--- config.mk ---
export PLATFORM = sky130hd
export DESIGN_NAME = idct_da_8pt
export DESIGN_NICKNAME = d
export VERILOG_FILES = /design/src/rtl/idct_da_8pt.sv
export SDC_FILE = /design/constraint.sdc
export NUM_CORES = 1
export LEC_CHECK = 0
export BUFFER_PORTS_ARGS = -buffer_cell sky130_fd_sc_hd__buf_2
export CAP_MARGIN = 20
export CORE_MARGIN = 2
export CORE_UTILIZATION = 45
export DETAILED_ROUTE_END_ITERATION = 10
export SETUP_SLACK_MARGIN = 0.3
export SLEW_MARGIN = 0
export SYNTH_ARGS = -nofsm -noshare
export SYNTH_HDL_FRONTEND = slang
export SYNTH_SLANG_ARGS = --single-unit
--- constraint.sdc ---
create_clock -name clk -period 7.7 [get_ports clk]
set_input_delay 0.77 -clock clk [delete_from_list [all_inputs] [get_ports clk]]
set_output_delay 0.77 -clock clk [all_outputs]
set_load 0.01 [all_outputs]
--- src/rtl/idct_da_8pt.sv ---
// 8-point inverse DCT using MSB-first bit-serial distributed arithmetic.
// Eight Q10 accumulators are loaded over COEF_W cycles, then eight samples stream out under valid/ready.
module idct_da_8pt #(
    parameter int COEF_W = 8,
    localparam int ACC_W = COEF_W + 12,
    localparam int OUT_W = COEF_W + 2
) (
    input  logic                     clk,
    input  logic                     reset,
    input  logic                     in_valid,
    output logic                     in_ready,
    input  logic signed [COEF_W-1:0] z0,
    input  logic signed [COEF_W-1:0] z1,
    input  logic signed [COEF_W-1:0] z2,
    input  logic signed [COEF_W-1:0] z3,
    input  logic signed [COEF_W-1:0] z4,
    input  logic signed [COEF_W-1:0] z5,
    input  logic signed [COEF_W-1:0] z6,
    input  logic signed [COEF_W-1:0] z7,
    output logic                     out_valid,
    input  logic                     out_ready,
    output logic signed [OUT_W-1:0]  out_data,
    output logic [2:0]               out_idx,
    output logic [1:0]               fsm_state
);
    localparam int CNT_W = $clog2(COEF_W);
    localparam int ROM_W = 13;

    localparam logic signed [ROM_W-1:0] CA = 13'sd362;
    localparam logic signed [ROM_W-1:0] CB = 13'sd473;
    localparam logic signed [ROM_W-1:0] CC = 13'sd196;
    localparam logic signed [ROM_W-1:0] CD = 13'sd502;
    localparam logic signed [ROM_W-1:0] CE = 13'sd426;
    localparam logic signed [ROM_W-1:0] CF = 13'sd284;
    localparam logic signed [ROM_W-1:0] CG = 13'sd100;

    typedef enum logic [1:0] {IDLE = 2'd0, ACC = 2'd1, OUT = 2'd2} state_t;

    state_t state, state_next;
    logic [COEF_W-1:0] zs [8];
    logic [CNT_W-1:0] cnt;
    logic signed [ACC_W-1:0] acc_e [4];
    logic signed [ACC_W-1:0] acc_o [4];
    logic signed [ROM_W-1:0] rom_e [4];
    logic signed [ROM_W-1:0] rom_o [4];
    logic [3:0] ebits, obits;
    logic last_bit;

    // Address bit 3 selects the first constant of the tuple (Z0 or Z1).
    function automatic logic signed [ROM_W-1:0] rom(input logic [3:0] bits,
                                                    input logic signed [ROM_W-1:0] k0,
                                                    input logic signed [ROM_W-1:0] k1,
                                                    input logic signed [ROM_W-1:0] k2,
                                                    input logic signed [ROM_W-1:0] k3);
        logic signed [ROM_W-1:0] s;
        s = '0;
        if (bits[3]) s = s + k0;
        if (bits[2]) s = s + k1;
        if (bits[1]) s = s + k2;
        if (bits[0]) s = s + k3;
        return s;
    endfunction

    assign ebits = {zs[0][COEF_W-1], zs[2][COEF_W-1], zs[4][COEF_W-1], zs[6][COEF_W-1]};
    assign obits = {zs[1][COEF_W-1], zs[3][COEF_W-1], zs[5][COEF_W-1], zs[7][COEF_W-1]};

    always_comb begin
        rom_e[0] = rom(ebits, CA, CB, CA, CC);
        rom_e[1] = rom(ebits, CA, CC, -CA, -CB);
        rom_e[2] = rom(ebits, CA, -CC, -CA, CB);
        rom_e[3] = rom(ebits, CA, -CB, CA, -CC);
        rom_o[0] = rom(obits, CD, CE, CF, CG);
        rom_o[1] = rom(obits, CE, -CG, -CD, -CF);
        rom_o[2] = rom(obits, CF, -CD, CG, CE);
        rom_o[3] = rom(obits, CG, -CF, CE, -CD);
    end

    assign last_bit = (cnt == CNT_W'(COEF_W - 1));

    always_comb begin
        state_next = state;
        case (state)
            IDLE: if (in_valid) state_next = ACC;
            ACC:  if (last_bit) state_next = OUT;
            OUT:  if (out_ready && out_idx == 3'd7) state_next = IDLE;
            default: state_next = IDLE;
        endcase
    end

    assign in_ready  = (state == IDLE) && !reset;
    assign out_valid = (state == OUT);
    assign fsm_state = state;

    always_ff @(posedge clk) begin
        if (reset) begin
            state   <= IDLE;
            cnt     <= '0;
            out_idx <= '0;
            for (int i = 0; i < 8; i++) zs[i] <= '0;
            for (int i = 0; i < 4; i++) begin
                acc_e[i] <= '0;
                acc_o[i] <= '0;
            end
        end else begin
            state <= state_next;
            case (state)
                IDLE: if (in_valid) begin
                    zs[0] <= z0; zs[1] <= z1; zs[2] <= z2; zs[3] <= z3;
                    zs[4] <= z4; zs[5] <= z5; zs[6] <= z6; zs[7] <= z7;
                    cnt <= '0;
                    for (int i = 0; i < 4; i++) begin
                        acc_e[i] <= '0;
                        acc_o[i] <= '0;
                    end
                end
                ACC: begin
                    for (int i = 0; i < 8; i++) zs[i] <= {zs[i][COEF_W-2:0], 1'b0};
                    // The first (sign) bit carries negative weight in two's complement.
                    for (int i = 0; i < 4; i++) begin
                        if (cnt == '0) begin
                            acc_e[i] <= -{{(ACC_W-ROM_W){rom_e[i][ROM_W-1]}}, rom_e[i]};
                            acc_o[i] <= -{{(ACC_W-ROM_W){rom_o[i][ROM_W-1]}}, rom_o[i]};
                        end else begin
                            acc_e[i] <= (acc_e[i] <<< 1) + {{(ACC_W-ROM_W){rom_e[i][ROM_W-1]}}, rom_e[i]};
                            acc_o[i] <= (acc_o[i] <<< 1) + {{(ACC_W-ROM_W){rom_o[i][ROM_W-1]}}, rom_o[i]};
                        end
                    end
                    cnt <= cnt + 1'b1;
                    if (last_bit) out_idx <= '0;
                end
                OUT: if (out_ready) out_idx <= out_idx + 3'd1;
                default: ;
            endcase
        end
    end

    logic [1:0] pair;
    logic signed [ACC_W:0] e_sel, o_sel, full, rnd;
    logic unused_rnd;

    // Indices 4..7 mirror 3..0 with the odd half subtracted.
    always_comb begin
        pair  = out_idx[2] ? ~out_idx[1:0] : out_idx[1:0];
        e_sel = {acc_e[pair][ACC_W-1], acc_e[pair]};
        o_sel = {acc_o[pair][ACC_W-1], acc_o[pair]};
        full  = out_idx[2] ? (e_sel - o_sel) : (e_sel + o_sel);
        rnd   = full + (ACC_W+1)'(512);
    end

    assign out_data   = out_valid ? rnd[OUT_W+9:10] : '0;
    assign unused_rnd = ^{rnd[ACC_W:OUT_W+10], rnd[9:0]};
endmodule

==> out/summary.txt, run 1 <==
Number of vias per cell after detailed routing - 6.00
Data arrival time of the critical path - 6.08 ns
Synth async-reset ratio - 0%
Via total after detailed routing - 17826
Number of CTS-inserted buffers - 29
Worst min path class - in -> reg
Cell types occupying the most area after synthesis - edfxtp_1 (30%), ha_1 (12%), xnor2_1 (7.6%)
Vias in the first global route - 17039
Starting utilization of the core area - 45.6%
Post-synthesis instance total - 2280
First drt pass iteration count - 9
CP Max Fanout - 10
DP Worst Slack - 0.966 ns
Area delta synth->final - 10.1%
First-pass GRT wire length - 95400 um
Most common cell in the netlist - edfxtp_1
Commonest register cell after synthesis - edfxtp_1
# rows - 79
Status - complete, but fails checks
H-tree levels - 1
Area leader, netlist - edfxtp_1
Mapped cell area - 21300 um2
Root cell of the clock tree - clkbuf_16
Die X-Extent - 221 um
Final setup vio count - 0
Maximum root-to-sink buffer count - 3
Core outline area - 46700 um2
DRT antenna net count - 0
Count of fill cells added during filler insertion - 4376
Worst Setup Path Type - reg -> out
Seq/Total Area, Yosys - 31.6%
Critical path endpoint category - output port
Number of slew-limit violations in the final report - 0
Share of cells above drive strength 1 - 10.4%
Mean instance size in the synthesized netlist - 9.33 um2
Worst Setup Start Kind - flop
Final global-route overflow total - 0
Setup slack after layout - 0.852 ns
Warning count from the yosys run - 0
Top-level port count - 85
Number of flip-flops and latches in the synthesized netlist - 228
Initial detailed-routing violation count - 1525
Final routed wirelength across all metal layers - 61400 um
Clock transition time at the flip-flop clock pins of the worst setup and hold paths - 0.06 ns
Worst slack on hold paths - 0.433 ns
Number of different library cells in the post-synthesis netlist - 90
Slew of the pin with the lowest slew margin - 1.06 ns
Worst-Skew Late Latency - 0.58 ns
GRT Total Usage - 24.4%
Fin Clk Skew - 0.0131 ns
Detailed-route DRC error count - 4
Final Hold Vio Count - 0
Required time worst endpoint - 6.93 ns
Max Clk Rate - 0.146 GHz
Max capacitance violation total - 0
Initial antenna violation count - 4
Routability congestion estimate from global placement - 0.901
Number of enable flip-flop cells after synthesis - 216
Number of hold buffers added after cts - 0
Die outline area - 49000 um2
Ranking of synthesized cells by instance count - edfxtp_1 (216), ha_1 (202), xnor2_1 (185)
RSZ-0062 raised after global routing - false
Count of nets after finishing - 2618
# port buffers - 84
Clk sink count - 228
Worst slew margin relative to its limit - 29.1%
WL per Instance - 20.7 um
Portion of synthesized cell area occupied by the leading cell type - 30.5%
Final-layout setup total negative slack - 0 ns
Violations in the final reports - design-rule violations
Final cycle utilization of the critical path - 88.9%
Detailed placer's ending HPWL - 46400 um
Largest net degree at the start of global routing - 65
Crit path time final - 6.85 ns
Worst-case register-to-register setup slack - 1.59 ns
Chip height - 221 um
Clock tree from TritonCTS - yes
[per-layer routing]
metal | up-vias | global-route usage [%] | part of all wire (%)
met1 | 8510 | 34.7 | 47
met4 | 8 | 8.63 | 3.4
met5 | - | 0 | 0.076
met2 | 559 | 37.7 | 44
met3 | 108 | 3.86 | 6.3
li1 | 8641 | - | -
[sequential cells by signal, indices dropped and copies added, names as in the netlist]
signal,flops
fsm_state,2
acc_o,76
cnt,3
acc_e,80
out_idx,3
zs,64
[worst paths after layout]
path | startpoint | end | depth (start not counted)
max | out_idx[1] | out_data[9] | 19
min | z6[0] | zs[1][16] | 3
max reg2reg | zs[0][31] | acc_o[1][13] | 17
min reg2reg | zs[1][8] | zs[1][8] | 2
[metrics by stage]
step	util, %	std cells	instance area (um2)
after floorplan	-	2281	21300
after global placement	47.8	2904	22300
after detailed placement	48.0	2907	22400
after CTS	50.0	2960	23300
after global routing	50.2	2968	23400
final	50.2	2969	23400
[repair_timing]
action | CTS | global route
buffers inserted | 0 | 7
resized for setup | 0 | 1
endpoints found under the setup margin | 0 | 5
[cell type report]
class / instances / area [um2] / area share (%)
Tap cell: 607 / 759 / 3.24
Sequential cell: 228 / 6730 / 28.7
Clock buffer: 38 / 810 / 3.46
Clock inverter: 15 / 160 / 0.684
Antenna cell: 1 / 2.50 / 0.0107
Inverter: 96 / 360 / 1.54
Timing Repair Buffer: 120 / 747 / 3.19
Multi-Input combinational cell: 1864 / 13900 / 59.1
[worst max-delay path, cell delays in order (launching register included)]
cell	delay, ns
dfxtp_1	0.67
mux4_2	0.58
mux2_2	0.32
nor3_2	0.31
nand2_1	0.11
nor3_1	0.22
and2_1	0.21
nor2_1	0.06
xnor2_1	0.13
ha_1	0.34
a21oi_1	0.30
nor2_1	0.08
a211oi_1	0.22
o21ai_1	0.23
xnor2_1	0.32
nor4bb_1	0.49
nand4_1	0.23
or3_1	0.42
a21oi_1	0.12
buf_2	0.16
[cell usage in the layout (no fill, tap or decap), types with 16 or more instances in the layout]
master	count
nand2b_1	39
a31oi_1	29
o21ai_1	66
a211oi_1	36
or3_1	20
nand3_1	65
clkbuf_16	29
and3_1	16
o22ai_1	38
edfxtp_1	216
xor2_1	92
nor2b_1	27
ha_1	202
nand2_1	169
and2_1	21
a21o_1	56
a21oi_1	153
o21ai_0	63
mux2i_1	16
inv_1	87
o31ai_1	17
a22o_1	51
buf_4	32
mux4_2	33
nor3_1	62
buf_2	84
nor2_1	170
xnor2_1	185
[kinds of logic (layout without fill, tap and decap cells)]
logic type                 after synthesis  after routing  share of synthesized area [%]
and+or+nand+nor                        680            680                           15.7
AOI/OAI and AO/OA                      630            630                           19.3
xor gates and xnor gates               280            280                           11.7
DFF                                    228            228                           31.6
adders and majority gates              211            211                           12.7
buffers and inverters                  189            269                           3.52
muxes                                   61             61                           5.37
other                                    1              3                         0.0176
Power of run 1 is left out: the tool's default activity adds up to more than one toggle a clock period on the data nets, which glitch-free logic cannot reach.
==> inputs of run 2 (changes only) <==
--- a/config.mk
+++ b/config.mk
@@ -10,6 +10,7 @@
 export CORE_MARGIN = 2
 export CORE_UTILIZATION = 45
 export DETAILED_ROUTE_END_ITERATION = 10
+export PLACE_DENSITY_LB_ADDON = 0.2
 export SETUP_SLACK_MARGIN = 0.3
 export SLEW_MARGIN = 0
 export SYNTH_ARGS = -nofsm -noshare
==> run 2 against run 1 <==
Against the previous run:
- the flow still finishes with violations (design-rule violations)
- global-route usage fell by 0.37 points
- critical path depth did not move
- hold slack improved by 0.019 ns
- setup slack got worse by 0.065 ns
- critical endpoint unchanged
- highest routed layer unchanged
==> out/summary.txt, run 2 (same netlist as run 1, synthesis figures left out) <==
Max Clk Rate - 0.145 GHz
Count of nets after finishing - 2615
Initial detailed-routing violation count - 1725
Worst min path class - in -> reg
Antenna diode count - 0
Clk sink count - 228
WL per Instance - 20.5 um
Die outline area - 49000 um2
GRT Total Usage - 24.0%
Violations in the final reports - design-rule violations
Root cell of the clock tree - clkbuf_16
Number of cell instances on the worst register-to-register path - 15
Die X-Extent - 221 um
Slew of the pin with the lowest slew margin - 1.01 ns
Largest registers - acc_e x80, acc_o x76, zs x64
Register with the highest flop count - acc_e
CP Max Fanout - 10
First-pass GRT wire length - 94500 um
Worst slack on hold paths - 0.451 ns
Worst r2r src - zs[0][23]
Number of CTS-inserted buffers - 28
Area delta synth->final - 10.2%
Maximum root-to-sink buffer count - 3
Highest-count cells in the layout ignoring fill and taps - edfxtp_1 (216), ha_1 (202), xnor2_1 (185)
RSZ-0062 raised after global routing - false
Starting utilization of the core area - 45.6%
Initial antenna violation count - 2
Worst-case register-to-register setup slack - 1.66 ns
DRT antenna net count - 0
Worst slew margin relative to its limit - 31.1%
Max capacitance violation total - 0
Final routed wirelength across all metal layers - 60700 um
Final cycle utilization of the critical path - 89.8%
Non-Filler Instances - 2965
Crit path time final - 6.91 ns
Data arrival time of the critical path - 6.14 ns
Worst-Skew Late Latency - 0.57 ns
Final global-route overflow total - 0
Largest net degree at the start of global routing - 54
Final setup vio count - 0
Number of flip-flops in the largest register - 80
Fin Clk Skew - 0.0124 ns
Endpoint of the worst register-to-register path - acc_e[0][19]
Via total after detailed routing - 17877
Cell total after placement - 2903
Top-level port count - 85
Clock transition time at the flip-flop clock pins of the worst setup and hold paths - 0.06 ns
Most common cell after layout, fill and taps aside - edfxtp_1
Worst Setup Start Kind - flop
Detailed placer's ending HPWL - 45700 um
Final Hold Vio Count - 0
Core outline area - 46700 um2
Vias in the first global route - 16915
Required time worst endpoint - 6.93 ns
Source of the critical timing path - out_idx[1]
Detailed-route DRC error count - 2
Number of vias per cell after detailed routing - 6.03
Chip height - 221 um
Share of cells above drive strength 1 - 10.3%
Critical path endpoint category - output port
Status - complete, but fails checks
Final-layout setup total negative slack - 0 ns
H-tree levels - 1
Clock tree from TritonCTS - yes
Routability congestion estimate from global placement - 0.906
Worst Setup Path Type - reg -> out
Number of slew-limit violations in the final report - 0
End of the critical path - out_data[9]
# rows - 79
First drt pass iteration count - 9
# port buffers - 84
## run 2: cell types whose count changed in the layout (fill, tap and decap cells not counted), sizes merged
cell | previous run | this run
clkinvlp | 4 | 0
inv | 95 | 94
buf | 120 | 118
bufinv | 3 | 4
clkinv | 9 | 12
diode | 1 | 0
## run 2: timing repair
action | CTS | global route
pin swaps | 0 | 2
endpoints found under the setup margin | 1 | 4
hold buffers | 0 | 0
resized for setup | 1 | 0
setup buffers | 0 | 6
## run 2: cell type report
cell class	instances	area, um2
fill	4293	23200
multi-input combinational	1864	13900
sequential	228	6730
clock buffer	38	810
timing repair buffer	118	763
tap	607	759
inverter	96	360
clock inverter	14	170
## run 2: worst min path at each step
stage	from	endpoint	slack [ns]	cells past startpoint
2_1_floorplan	zs[1][0]	zs[1][0]	0.44	2
3_3_place_gp	zs[1][16]	zs[1][16]	0.44	2
3_5_place_dp	zs[1][24]	zs[1][24]	0.45	2
4_1_cts	z6[0]	zs[1][16]	0.43	3
5_1_grt	z6[0]	zs[1][16]	0.47	3
6_report	z6[0]	zs[1][16]	0.45	3
## run 2: routing by layer
metal / GRT usage [%] / share of wire [%]
met2: 38.4 / 45
met1: 33.8 / 45
met5: 0 / 0.025
met3: 3.49 / 7.1
met4: 7.19 / 2.8
## run 2: stage by stage
stage | utilization (%) | setup WS (ns) | cell area [um2]
after global routing | 50.2 | 0.332 | 23400
after CTS | 50.0 | 0.461 | 23300
after global placement | 47.8 | 1.13 | 22300
final | 50.2 | 0.787 | 23400
after detailed placement | 47.9 | 0.837 | 22300
after floorplan | - | 2.07 | 21300
## run 2: worst max-delay path, stage by stage, from the launching register on
cell	delay [ns]
dfxtp_1	0.66
mux4_2	0.57
mux2_2	0.31
nor3_2	0.32
nand2_1	0.11
nor3_1	0.23
and2_1	0.21
nor2_1	0.06
xnor2_1	0.13
ha_1	0.35
a21oi_1	0.29
nor2_1	0.09
a211oi_1	0.23
o21ai_1	0.24
xnor2_1	0.34
nor4bb_1	0.48
nand4_1	0.22
or3_1	0.42
a21oi_1	0.15
buf_2	0.17
Power of run 2 is left out for the same reason.
==> inputs of run 3 (changes only) <==
--- a/config.mk
+++ b/config.mk
@@ -11,6 +11,7 @@
 export CORE_UTILIZATION = 45
 export DETAILED_ROUTE_END_ITERATION = 10
 export PLACE_DENSITY_LB_ADDON = 0.2
+export RECOVER_POWER = 25
 export SETUP_SLACK_MARGIN = 0.3
 export SLEW_MARGIN = 0
 export SYNTH_ARGS = -nofsm -noshare
==> run 3 against run 2 <==
Against the previous run:
- the flow finishes with violations (design-rule violations, max-capacitance violations, max-slew violations)
- first-iteration DRC count shrank 2.4%
- clock skew hardly changed
- utilization is 0.11 points lower
- critical path depth stayed put
- non-clock buffer count stayed put
- global-route usage unchanged
- fmax decreased by 0.15%
- hold slack better by 0.0017 ns
- register-to-register slack worse by 0.03 ns
- clock-buffer cell count did not move
- final cell count unchanged
- largest cell class unchanged
- highest routed layer unchanged
==> out/summary.txt, run 3 (same netlist as run 1, synthesis figures left out) <==
Chip height - 221 um
# rows - 79
Violations in the final reports - design-rule violations, max-capacitance violations, max-slew violations
Critical path endpoint category - output port
Post-Route M1 WL - 27500 um
Data arrival time of the critical path - 6.15 ns
Routability congestion estimate from global placement - 0.906
Starting utilization of the core area - 45.6%
Number of slew-limit violations in the final report - 127
Final routed wirelength across all metal layers - 60700 um
Share of cells above drive strength 1 - 9.80%
Highest-count cells in the layout ignoring fill and taps - edfxtp_1 (216), ha_1 (202), xnor2_1 (185)
Most common cell after layout, fill and taps aside - edfxtp_1
DP Worst Slack - 0.837 ns
Crit path time final - 6.92 ns
Detailed placer's ending HPWL - 45700 um
GRT Total Usage - 24.0%
Final global-route overflow total - 0
CP Max Fanout - 10
Worst-Skew Late Latency - 0.56 ns
Top Layer Used - met5
WL met3 - 4360 um
Fraction of the core area covered by cells at the end of the flow - 50.1%
Largest net degree at the start of global routing - 54
Max capacitance violation total - 3
Clock transition time at the flip-flop clock pins of the worst setup and hold paths - 0.06 ns
Largest registers - acc_e x80, acc_o x76, zs x64
Setup slack after layout - 0.776 ns
Vias in the first global route - 16915
Number of CTS-inserted buffers - 28
Top-level port count - 85
Fin Clk Skew - 0.0120 ns
Total length of routed met2 wires - 27100 um
DRT antenna net count - 0
Worst min path class - in -> reg
Core outline area - 46700 um2
Number of hold buffers added after cts - 0
Required time worst endpoint - 6.93 ns
First-pass GRT wire length - 94500 um
Worst Setup Start Kind - flop
Register with the highest flop count - acc_e
# port buffers - 84
Final setup vio count - 0
Number of flip-flops in the largest register - 80
Clock tree from TritonCTS - yes
RSZ-0062 raised after global routing - false
Final Hold Vio Count - 0
Worst slew margin relative to its limit - -75.2%
Max Clk Rate - 0.144 GHz
Initial antenna violation count - 2
Initial detailed-routing violation count - 1683
Detailed-route DRC error count - 2
H-tree levels - 1
Count of fill cells added during filler insertion - 4301
First drt pass iteration count - 9
Final standard cell area without fillers - 23400 um2
Number of vias per cell after detailed routing - 6.04
Worst Setup Path Type - reg -> out
Status - complete, but fails checks
Final-layout setup total negative slack - 0 ns
Final cycle utilization of the critical path - 89.9%
Die X-Extent - 221 um
Area delta synth->final - 9.92%
Clk sink count - 228
Count of nets after finishing - 2615
Antenna diode count - 0
Post-detailed-placement cell area - 22300 um2
Root cell of the clock tree - clkbuf_16
Via total after detailed routing - 17904
Die outline area - 49000 um2
Slew of the pin with the lowest slew margin - 2.63 ns
Maximum root-to-sink buffer count - 3
WL per Instance - 20.5 um
[run 3: changes by cell type in the layout (fill, tap and decap cells not counted), sizes merged]
cell / before / now
clkbuf: 38 / 48
buf: 118 / 108
[run 3: critical path, stage by stage (launching register included)]
cell and delay, ns:
dfxtp_1 0.67, mux4_2 0.57, mux2_2 0.31, nor3_2 0.32
nand2_1 0.11, nor3_1 0.23, and2_1 0.21, nor2_1 0.06
xnor2_1 0.13, ha_1 0.35, a21oi_1 0.29, nor2_1 0.09
a211oi_1 0.23, o21ai_1 0.24, xnor2_1 0.34, nor4bb_1 0.48
nand4_1 0.22, or3_1 0.42, a21oi_1 0.15, buf_2 0.17
[run 3: layout make-up]
cell class,count,area (um2),share of cell area [%]
Clock inverter,14,170,0.728
Multi-Input combinational cell,1864,13800,59.2
Timing Repair Buffer,118,721,3.08
Tap cell,607,759,3.25
Inverter,96,360,1.54
Clock buffer,38,810,3.46
Sequential cell,228,6730,28.8
[run 3: layer usage]
layer / vias to the layer above / track usage (%)
met2: 657 / 38.4
met5: - / 0
met1: 8522 / 33.8
met3: 105 / 3.49
met4: 4 / 7.19
li1: 8616 / -
[run 3: timing repair]
| action | 4_1_cts | 5_1_grt |
|---|---|---|
| pin swaps | 0 | 2 |
| setup buffers | 0 | 6 |
| setup endpoints to repair | 1 | 4 |
| gates resized for setup | 1 | 0 |
[run 3: stage by stage]
stage                     std cells  hold WS, ns
after floorplan                2281        0.437
final                          2965        0.453
after CTS                      2955        0.432
after global placement         2901        0.444
after detailed placement       2903        0.451
after global routing           2965        0.469
[run 3: worst paths after layout]
kind,start,to,slack [ns],cells past startpoint
setup / recovery,out_idx[1],out_data[9],0.78,19
hold / removal,z6[0],zs[1][16],0.45,3
setup reg to reg,zs[0][23],acc_e[0][19],1.63,15
hold reg to reg,zs[1][24],zs[1][24],0.46,2
Power of run 3 is left out for the same reason.
